File: src/rtl/regfile_sb.sv
// regfile_sb: register file with byte-lane merge, optional half-swap on write,
// registered dual read ports and a lock/clear pending scoreboard.
// Optional feature macro: REGFILE_BYPASS_EN (write-to-read forwarding in the same edge).
module regfile_sb #(
  parameter int unsigned A       = 3,
  parameter int unsigned W       = 16,
  parameter int unsigned ZERO_R0 = 0
) (
  input  logic                clk_i,
  input  logic                rst_ni,
  input  logic                re_i,
  input  logic [A-1:0]        ra_i,
  input  logic [A-1:0]        rb_i,
  output logic [W-1:0]        da_o,
  output logic [W-1:0]        db_o,
  output logic                a_busy_o,
  output logic                b_busy_o,
  input  logic                we_i,
  input  logic [A-1:0]        rd_i,
  input  logic [W-1:0]        dd_i,
  input  logic [W/8-1:0]      be_i,
  input  logic                sw_i,
  input  logic                lk_i,
  input  logic [A-1:0]        lk_rd_i,
  output logic                lk_err_o,
  output logic [(2**A)-1:0]   pend_o
);

  localparam int unsigned N  = 2**A;
  localparam int unsigned L  = W/8;
  localparam int unsigned H  = W/2;
  localparam bit          ZR = (ZERO_R0 != 0);

  logic [W-1:0] file_q [N];
  logic [W-1:0] da_q, da_d;
  logic [W-1:0] db_q, db_d;
  logic [N-1:0] pend_q, pend_d;
  logic         lk_err_q, lk_err_d;

  logic [W-1:0] merged_c;
  logic [W-1:0] stored_c;
  logic         wr_en_c;
  logic         lk_en_c;
  logic         byp_a_c;
  logic         byp_b_c;

  // Writes and locks aimed at a hard-wired r0 are dropped here.
  assign wr_en_c = we_i && !(ZR && (rd_i == '0));
  assign lk_en_c = lk_i && !(ZR && (lk_rd_i == '0));

  // Byte-lane merge against the current contents, then optional half swap.
  always_comb begin : merge
    merged_c = file_q[rd_i];
    for (int unsigned i = 0; i < L; i++) begin
      if (be_i[i]) merged_c[8*i +: 8] = dd_i[8*i +: 8];
    end
    stored_c = sw_i ? {merged_c[H-1:0], merged_c[W-1:H]} : merged_c;
  end

`ifdef REGFILE_BYPASS_EN
  assign byp_a_c = re_i && we_i && (ra_i == rd_i);
  assign byp_b_c = re_i && we_i && (rb_i == rd_i);
`else
  assign byp_a_c = 1'b0;
  assign byp_b_c = 1'b0;
`endif

  always_comb begin : next_state
    pend_d   = pend_q;
    lk_err_d = 1'b0;
    da_d     = da_q;
    db_d     = db_q;

    // Clear on write first so a same-cycle lock to the same register wins.
    if (we_i)    pend_d[rd_i]    = 1'b0;
    if (lk_en_c) pend_d[lk_rd_i] = 1'b1;
    if (ZR)      pend_d[0]       = 1'b0;

    lk_err_d = lk_en_c && pend_q[lk_rd_i] && !(we_i && (rd_i == lk_rd_i));

    if (re_i) begin
      da_d = (byp_a_c && wr_en_c) ? stored_c : file_q[ra_i];
      db_d = (byp_b_c && wr_en_c) ? stored_c : file_q[rb_i];
    end
  end

  always_ff @(posedge clk_i or negedge rst_ni) begin
    if (!rst_ni) begin
      for (int unsigned i = 0; i < N; i++) begin
        file_q[i] <= '0;
      end
      da_q     <= '0;
      db_q     <= '0;
      pend_q   <= '0;
      lk_err_q <= 1'b0;
    end else begin
      if (wr_en_c) file_q[rd_i] <= stored_c;
      da_q     <= da_d;
      db_q     <= db_d;
      pend_q   <= pend_d;
      lk_err_q <= lk_err_d;
    end
  end

  // Busy flags follow the registered scoreboard; a forwarded read is never busy.
  assign a_busy_o = pend_q[ra_i] && !byp_a_c;
  assign b_busy_o = pend_q[rb_i] && !byp_b_c;

  assign da_o     = da_q;
  assign db_o     = db_q;
  assign lk_err_o = lk_err_q;
  assign pend_o   = pend_q;

endmodule

File: config.mk
export PLATFORM = sky130hd
export DESIGN_NAME = regfile_sb
export DESIGN_NICKNAME = d
export VERILOG_FILES = /design/src/rtl/regfile_sb.sv
export SDC_FILE = /design/constraint.sdc
export NUM_CORES = 1
export LEC_CHECK = 0
export CAP_MARGIN = 10
export CORE_AREA = 3 3 197 219
export DETAILED_ROUTE_END_ITERATION = 8
export DIE_AREA = 0 0 200 222
export PLACE_DENSITY_LB_ADDON = 0.15
export SKIP_CTS_REPAIR_TIMING = 1
export SLEW_MARGIN = 20
export SYNTH_ARGS = -nofsm -noshare
export SYNTH_HDL_FRONTEND = slang
export SYNTH_SLANG_ARGS = --single-unit
File: constraint.sdc
create_clock -name clk_i -period 3.1 [get_ports clk_i]
set_clock_uncertainty 0.2 [all_clocks]
set_input_delay 0.465 -clock clk_i [delete_from_list [all_inputs] [get_ports clk_i]]
set_output_delay 0.465 -clock clk_i [all_outputs]
set_load 0.05 [all_outputs]
======== Word-level counts from Yosys, hierarchy flattened ========
Cells that the tools add are included.
operators by class
  equal/unequal tests ..................... 1
  mux-type cells .......................... 27
  reduce and logical (&&, ||, !) cells .... 7
  $lt $le $gt $ge ......................... 10
  bitwise logic cells ..................... 6
operators by type and width
  kind                                                               count
  binary-select mux 16 bit (select 3 bit)                            3
  bitwise mux 128 bit                                                1
  two-way mux 16 bit                                                 8
  demux 16 bit (select 3 bit)                                        1
  two-way mux 8 bit                                                  4
  < comparator 3 x 4 -> 1 bit, second input constant                 4
  greater-or-equal comparator 4 bit, second input constant           3
  NOT 3 -> 4 bit                                                     3
  binary-select mux 1 bit (select 3 bit)                             3
  bitwise AND 8 bit                                                  1
  NOT 8 bit                                                          1
  OR 8 bit                                                           1
  demux 1 bit (select 3 bit)                                         2
  greater-or-equal comparator 3 x 1 -> 1 bit, second input constant  2
  logical AND 1 bit                                                  6
  two-way mux 1 bit                                                  5
  < comparator 4 x 1 -> 1 bit, second input constant                 1
  equality test 3 bit                                                1
  logical NOT 1 bit                                                  1
storage, ports and cells
  bits of input ports ..................... 36
  register bits after elaboration ......... 169

======== Longest topological paths before layout ========
  depth in word-level cells ............... 9
  depth in mapped cells ................... 8

======== Least setup slack after synthesis ========
OpenSTA, ideal clock, no wires.
  path type ............................... input -> output
  from .................................... input ra_i[0]
  to ...................................... output a_busy_o
  buffers on the path ..................... 2
  data arrival time ....................... 2,001 ps
  required time ........................... 2,435 ps
  path slack .............................. 434 ps
  stages on the path ...................... 4
  cell sequence ........................... clkbuf_1 -> buf_2 -> mux4_2 -> mux2_2
on the way
  word-level cells in the longest chain between the ends .. 2
ends and longest elaborated chain
  item                                     line  RTL
  from (decl)                              12    input logic [A-1:0] ra_i,
  binary-select mux 1 bit (select 3 bit)   106   assign a_busy_o = pend_q[ra_i] && !byp_a_c;
  two-way mux 1 bit (not written as such)  106
  to (decl)                                16    output logic a_busy_o,
Every way passes these cells. The select of a mux whose other input is x is not followed.

======== Worst setup path after layout ========
  from .................................... register pend_q[7] (netlist: pend_o[7])
  to ...................................... output b_busy_o
on the way
  word-level cells in the longest chain between the ends .. 2
ends and longest elaborated chain
  item                                     line  RTL
  from (decl)                              37    logic [N-1:0] pend_q, pend_d;
  from (signal assigned)                   100   pend_q <= pend_d;
  binary-select mux 1 bit (select 3 bit)   107   assign b_busy_o = pend_q[rb_i] && !byp_b_c;
  two-way mux 1 bit (not written as such)  107
  to (decl)                                17    output logic b_busy_o,
Every way passes these cells. The select of a mux whose other input is x is not followed.

==> metrics <==
dpl hpwl 26300 um; final setup fails 0; Mapped Cells 1176; simple-gate area share of the yosys netlist 14.4%; CP Capture Type output pin; Die H 222 um; mapped cell area 0.0123 sq mm; Final Total Pwr 8440 uW; worst-case reg-to-reg path depth 5; Slew HR 47.4%; Crit path arrival time 1850 ps; die area 0.0444 sq mm; Seq/Total Area, Yosys 34.5%; Reg power frac 38.4%; dominant synthesized flop cell dfrtp_1; Reg2Reg Setup Slack 940 ps; CTS tree done; CTS Buf Count 17; clk sinks 169; Combinational Power Share 36.1%; # IOs 79; post-synthesis compound-gate area fraction 22.9%; Port Buffers 78; power per cell area 588 mW/mm^2; VDD IR-drop max 0.000371 V; Yosys reg bits 169; CTS Buffer Depth 2; vias 10000; layout cells sized above 1 30.8%; vias per cell 5.61; Fin Setup TNS 0 ps; mux cell area share after synthesis 22.1%; largest net degree at the start of global routing 65; Post-synth EDFFs 0; Int Pwr 5270 uW; Iter 0 DRT Violations 979; Slew @ Worst Pin 789 ps; initial antenna violation count 0; vias in the first global route 9681; CTS HTree Levels 4; core footprint 0.0411 sq mm; first-pass GRT wire length 62700 um; Area growth, synth to finish 17.1%; routability cong. 0.766; Critical Path Fanout Max 5; final slew viol count 0; power share of the clock group 25.5%; Fin. Hold Viols 0; wire per inst 23.1 um; Hold Path Stages 2; Tot GR Track Use 18.6%; CP delay by family, top multiplexers; fmax 398 MHz; post-route ant nets 0; async set-reset flop share out of synthesis 100%; xor-xnor portion of the synthesized cell area 0.214%; Crit Path Category register to output pin; dominant cell type by area after synthesis dfrtp_1; Tmin final 2510 ps; non-filler cells, final 1787; clk_lat worst skew 450 ps; Initial Util 29.8%; min-delay src re_i; Synth area leaders dfrtp_1, mux4_2, a211o_1, a211o_2, nand2_1; worst hold endpoint da_o[8]$_DFFE_PN0P_; die width 200 um; Syn Nets 1212; Pre-antenna DRT Iters 7; Max Cap Viol 0; CP Cell Sequence mux4_2, mux2_2, buf_12; largest family of logic cells by synthesized area compound AO/OA/AOI/OAI gates; Final Cycle Share 81.1%; hold_ws 239 ps; Clk pin slew, worst setup/hold paths 70 ps; drt total wl 41300 um; Sw Pwr 3170 uW; synthesized area per cell 10.4 sq um; Clock Tree Root clkbuf_16; Remaining Overflow, GRT 0; # rows 78; FF-to-FF End file_q[48]$_DFFE_PN0P_; nets@finish 1252; CP max stage cell mux4_2; worst path buffer plus inverter count 1; # placed instances 1755; max incr delay on CP 510 ps; switching share of power 37.6%; Netlist cell types 28; adder-cell share of the synthesized area 0%; worst r2r src file_q[16]$_DFFE_PN0P_; DRC 0; Synth Warn # 0; Lkg Pwr 0.00596 uW; Yosys top cell area share 34.5%; WP data required 2430 ps; nature of the critical path startpoint register; diode count 0; RSZ-0062 raised after global routing no; HP Class input pin to register; top post-synthesis cells by count dfrtp_1, a211o_1, nand2_1; status finished clean; cell with the most instances after synthesis dfrtp_1
[power by group through the flow]
stage	clock network, uW	logic (uW)	registers [uW]
after detailed placement	0	3040	3280
after CTS	2220	3050	3240
after floorplan	0	1770	3500
after global placement	0	3030	3260
after global routing	2300	3280	3330
final	2160	3040	3240
[cell usage in the layout, fill, tap and decap left out]
master / count
dfrtp_1: 169
a211o_1: 163
nand2_1: 155
nand3_1: 105
a211o_2: 93
buf_4: 72
mux4_2: 70
clkdlybuf4s50_1: 69
mux2_2: 50
a21oi_1: 47
nand2b_1: 35
nor2_1: 35
mux2i_1: 33
nand3_2: 27
clkbuf_16: 17
a222oi_1: 16
mux2_4: 16
buf_12: 12
o21ai_0: 6
buf_2: 5
nor2b_1: 4
clkinv_2: 4
nand2_2: 3
xnor2_1: 3
clkbuf_1: 3
o31ai_1: 2
nand4_1: 2
bufinv_16: 2
clkinv_4: 2
clkbuf_8: 2
a21oi_2: 1
and2_1: 1
nor2b_2: 1
dlygate4sd3_1: 1
buf_6: 1
[state kept, by name, summed over array words and instances, names as in the netlist]
| signal | flops |
|---|---|
| da_o | 16 |
| db_o | 16 |
| file_q | 128 |
| lk_err_o | 1 |
| pend_o | 8 |
[worst max path at each step]
| stage | start | to | slack, ps | depth (start not counted) |
|---|---|---|---|---|
| after CTS | pend_o[7]$_DFF_PN0_ | a_busy_o | 560 | 3 |
| after global placement | be_i[0] | file_q[121]$_DFFE_PN0P_ | 90 | 4 |
| after floorplan | ra_i[0] | a_busy_o | 430 | 4 |
| after global routing | pend_o[6]$_DFF_PN0_ | a_busy_o | 540 | 3 |
| final | pend_o[7]$_DFF_PN0_ | b_busy_o | 590 | 3 |
| after detailed placement | be_i[0] | file_q[14]$_DFFE_PN0P_ | 300 | 7 |
[final cells by class]
cell class | count | area [sq um]
clock inverter | 8 | 97.6
clock buffer | 22 | 464
tap | 560 | 701
multi-input combinational | 868 | 7340
fill | 4112 | 26700
timing repair buffer | 160 | 1520
sequential | 169 | 4230
[layer usage]
layer  track usage, %  wire length (um)  vias to the layer above
met5                0                 0                        -
met4             4.91               804                        0
met3             2.20              1270                       39
met2             29.6             19900                      221
met1             26.8             19400                     5171
li1                 -                 -                     4597
[logic make-up after synthesis]
family,after synthesis
and+or+nand+nor,368
AOI/OAI and AO/OA,328
muxes,169
DFF,169
buffers and inverters,139
xor gates and xnor gates,3
[stage by stage]
step | setup WS (ps) | util, % | instance area, sq um
2_1_floorplan | 434 | - | 12300
3_3_place_gp | 87.9 | 33.5 | 13800
3_5_place_dp | 303 | 33.5 | 13800
4_1_cts | 564 | 34.9 | 14300
5_1_grt | 538 | 34.9 | 14400
6_report | 586 | 34.9 | 14400
No activity file was read; power rests on OpenSTA's default activity.
==> patch 1 (config.mk and constraints unchanged) <==
The output `lk_err_o` loses its register stage (`lk_err_q` becomes a continuous assignment).
--- a/src/rtl/regfile_sb.sv
+++ b/src/rtl/regfile_sb.sv
@@ -94,3 +94,2 @@
       pend_q   <= '0;
-      lk_err_q <= 1'b0;
     end else begin
@@ -100,5 +99,6 @@
       pend_q   <= pend_d;
-      lk_err_q <= lk_err_d;
     end
   end
+
+  assign lk_err_q = lk_err_d;
 
Check against the original RTL: not equivalent (Yosys sat finds a counterexample within 4 cycles, from zero or initial values and one cycle with rst_ni low).
==> patch 1 against the original RTL <==
Sequential cell count down 1. Synthesized area down 0.20%. Worst setup slack worse by 100 ps. Critical path type is now primary input to output port. Critical path depth up 2. Largest cell class unchanged. Design area up 0.11%. First-iteration DRC count down 23%. Total power up 2.3%. Routed wire length about the same.
==> patch 1: results (changes against the original RTL) <==
.. list-table::
   :header-rows: 1

   * - Metric
     - Value
   * - Total routing usage reported by global routing
     - 18.7% (+0.10 points)
   * - Place WS
     - 396 ps (+92.9 ps)
   * - Tightest Pin Transition
     - 788 ps (-1.05 ps)
   * - Top delay family on crit path
     - buffers and inverters
   * - Global-route met3 utilization
     - 2.60% (+0.40 points)
   * - Fillers
     - 4,142 (+0.73%)
   * - Ratio of cells with drive above 1 in the final layout
     - 30.8% (about the same)
   * - Largest net degree at the start of global routing
     - 68 (+4.6%)
   * - Final estimated routing congestion in global placement
     - 0.753 (-1.7%)
   * - Cells taking the most area after synthesis
     - dfrtp_1, mux4_2, a211o_1, a211o_2, nand2_1
   * - Setup slack of the most critical reg-to-reg path
     - 970 ps (+30 ps)
   * - Cell leakage power
     - 0.00594 uW (-0.27%)
   * - Commonest cells post-synth
     - dfrtp_1, a211o_1, nand2_1
   * - Status
     - finished clean
   * - Min Clock Period, post-route
     - 2620 ps (+104 ps)
   * - Peak supply drop
     - 0.278 mV (-25%)
   * - Global routing usage on met2
     - 30.7% (+1.1 points)
   * - Final non-filler cell total
     - 1,784 (-0.17%)
   * - Residual antenna-violating net count after detailed routing
     - 0 (unchanged)
   * - Global-route wire length before repair
     - 63,300 um (+0.87%)
   * - Largest stage delay, worst path
     - 590 ps (+80 ps)
   * - Mean routed wirelength per cell
     - 23.2 um (+0.13%)
   * - Vias per cell
     - 5.62 (+0.17%)
   * - Gate count of the mapped netlist
     - 1,175 (-0.085%)
   * - Number of global-route vias before repair
     - 9,870 (+2.0%)
   * - Crit path max-delay cell type
     - clkdlybuf4s50_1
   * - Part of the Yosys area used for sequential elements
     - 34.4% (-0.13 points)
   * - GR Util met1
     - 26.1% (-0.68 points)
   * - DP Wirelength
     - 26,300 um (+0.29%)
   * - Tightest Hold Check Type
     - primary input to asynchronous set/reset pin
patch 1: path summary, 6_finish.rpt:
kind	from	endpoint
setup / recovery	lk_rd_i[1]	lk_err_o
hold / removal	rst_ni	da_o[11]$_DFFE_PN0P_
setup reg to reg	file_q[69]$_DFFE_PN0P_	file_q[37]$_DFFE_PN0P_
hold reg to reg	da_o[7]$_DFFE_PN0P_	da_o[7]$_DFFE_PN0P_
max in group asynchronous	rst_ni	file_q[8]$_DFFE_PN0P_
min in group clk_i	da_o[7]$_DFFE_PN0P_	da_o[7]$_DFFE_PN0P_
patch 1: area by class of cell:
cell class	count	area share [%]
sequential	168	29.3
multi-input combinational	868	51.1
timing repair buffer	156	10.4
clock buffer	18	2.99
clock inverter	14	1.38
tap	560	4.88
patch 1: where the power goes:
group | internal [uW] | total, uW | switching (uW)
Clock | 1350 | 2360 | 1010
Sequential | 2710 | 3220 | 512
Combinational | 1330 | 3050 | 1720
Total | 5390 | 8630 | 3240
patch 1: per-stage QoR:
step / total power [uW] / hold WS (ps) / area, um^2
after floorplan: 5260 / -30.6 / 12200
after global placement: 6290 / 267 / 13700
after detailed placement: 6310 / 264 / 13700
after CTS: 8710 / -231 / 14400
after global routing: 9120 / 345 / 14400
final: 8630 / 321 / 14400
patch 1: cell families after synthesis:
logic type      count (synthesis)  share of synthesized area, %
mux                           169                          22.2
xor+xnor                        3                         0.215
flops                         168                          34.4
buf+inv                       139                          5.89
compound gates                328                          22.9
simple gates                  368                          14.5
patch 1: layer usage:
metal / vias up / part of all wire [%]
li1: 4593 / -
met1: 5170 / 47
met2: 223 / 48
met3: 42 / 3.4
met4: 0 / 1.6
met5: - / 0
==> patch 2 (same settings) <==
Made on the original files. `A`: 3 -> 4.
--- a/src/rtl/regfile_sb.sv
+++ b/src/rtl/regfile_sb.sv
@@ -4,3 +4,3 @@
 module regfile_sb #(
-  parameter int unsigned A       = 3,
+  parameter int unsigned A       = 4,
   parameter int unsigned W       = 16,
Ports: changed (5 resized); port bits go from 79 to 91. No check against the original RTL was run, so the function may have changed too.
==> patch 2 against the original RTL <==
Design area up 48%. Routed wire length up 40%. Count of clock-buffer cells in the layout up 28. Synthesized area up 46%. Clock power up 92%. First-iteration DRC count up 39%. Worst setup slack worse by 250 ps. Total power up 83%. Sequential cell count up 136. Critical endpoint is now a_busy_o.
==> patch 2: results (changes against the original RTL) <==
.. list-table::
   :header-rows: 1

   * - Metric
     - Value
   * - Status
     - finished clean
   * - Largest net degree at the start of global routing
     - 67 (+3.1%)
   * - Max FFs per register
     - 256 (+100%)
   * - Portion of the layout cell area used by clock cells
     - 5.38% (+1.5 points)
   * - Commonest cells post-synth
     - dfrtp_1, mux4_2, mux2_2
   * - Iter 0 DRT Violations
     - 1,362 (+39%)
   * - Total number of sequential cells
     - 305 (+80%)
   * - Worst-Skew Late Latency
     - 530 ps (+80 ps)
   * - Largest stage delay, worst path
     - 470 ps (-40 ps)
   * - Setup slack of the most critical reg-to-reg path
     - 550 ps (-390 ps)
   * - Ratio of cells with drive above 1 in the final layout
     - 37.5% (+6.7 points)
   * - Comb_multi_in
     - 928 (+6.9%)
   * - Total of buffers placed on input and output ports
     - 90 (+15%)
   * - Worst Reg2Reg Path Length in Cells
     - 6 (+1)
   * - Clock buffer count in the final layout
     - 50 (+130%)
   * - Total clock buffers created by CTS
     - 34 (+17)
   * - Number of global-route vias before repair
     - 13,400 (+39%)
   * - Cells taking the most area after synthesis
     - dfrtp_1, mux4_2, mux2_2, a21oi_1, mux2i_1
   * - H-Tree Depth
     - 2 (-2)
   * - Count of different cell masters after synthesis
     - 42 (+50%)
   * - Cell leakage power
     - 0.00859 uW (+44%)
   * - Cell depth of the worst hold path
     - 1 (-1)
   * - Fillers
     - 3,548 (-14%)
   * - Worst Hold Path EP
     - da_o[11]$_DFFE_PN0P_
   * - Final Routed Wirelength
     - 57,700 um (+40%)
   * - Proportion of final cell area spent on non-clock buffers
     - 9.88% (-0.70 points)
patch 2: cell count changes in the layout (fill, tap and decap cells not counted), sizes merged, moves of 28 or more:
| cell | before | now |
|---|---|---|
| a21oi | 48 | 122 |
| o22ai | 0 | 44 |
| nand3 | 132 | 3 |
| nand2 | 158 | 60 |
| a211o | 256 | 0 |
| clkbuf | 22 | 50 |
| nor2 | 35 | 123 |
| mux4 | 70 | 200 |
| buf | 90 | 127 |
| mux2 | 66 | 158 |
| o21ai | 6 | 95 |
| dfrtp | 169 | 305 |
patch 2: through the flow:
step	setup slack, ps	TNS (ps)	std cells
final	332	0	2073
after global placement	-22.8	-339	2010
after global routing	253	0	2073
after CTS	312	0	2072
after detailed placement	-73.1	-937	2010
after floorplan	76.5	0	1380
patch 2: worst max path at each step:
| stage | to | slack [ps] | cells past startpoint |
|---|---|---|---|
| global placement | file_q[21]$_DFFE_PN0P_ | -20 | 6 |
| floorplan | a_busy_o | 80 | 5 |
| CTS | b_busy_o | 310 | 3 |
| global route | a_busy_o | 250 | 3 |
| finish | a_busy_o | 330 | 3 |
| detailed placement | file_q[85]$_DFFE_PN0P_ | -70 | 6 |
patch 2: metal layers:
layer	vias to the layer above	wire, um
met4	0	1870
met5	-	0
met3	123	3840
met2	546	28000
met1	6722	24000
li1	5522	-
patch 2: cells by family (layout without fill, tap and decap cells):
kind of cell    count (synthesis)  after routing  share of synthesized area [%]
buf+inv                       147            280                           3.89
flops                         305            305                           42.8
simple gates                  230            230                           5.60
xor+xnor                        4              4                          0.196
compound gates                283            283                           9.27
mux                           411            411                           38.3
patch 2: power by group:
part | internal (uW) | total [uW] | switching [uW]
clock network | 2450 | 4140 | 1690
logic | 2690 | 5140 | 2450
registers | 5090 | 6140 | 1050
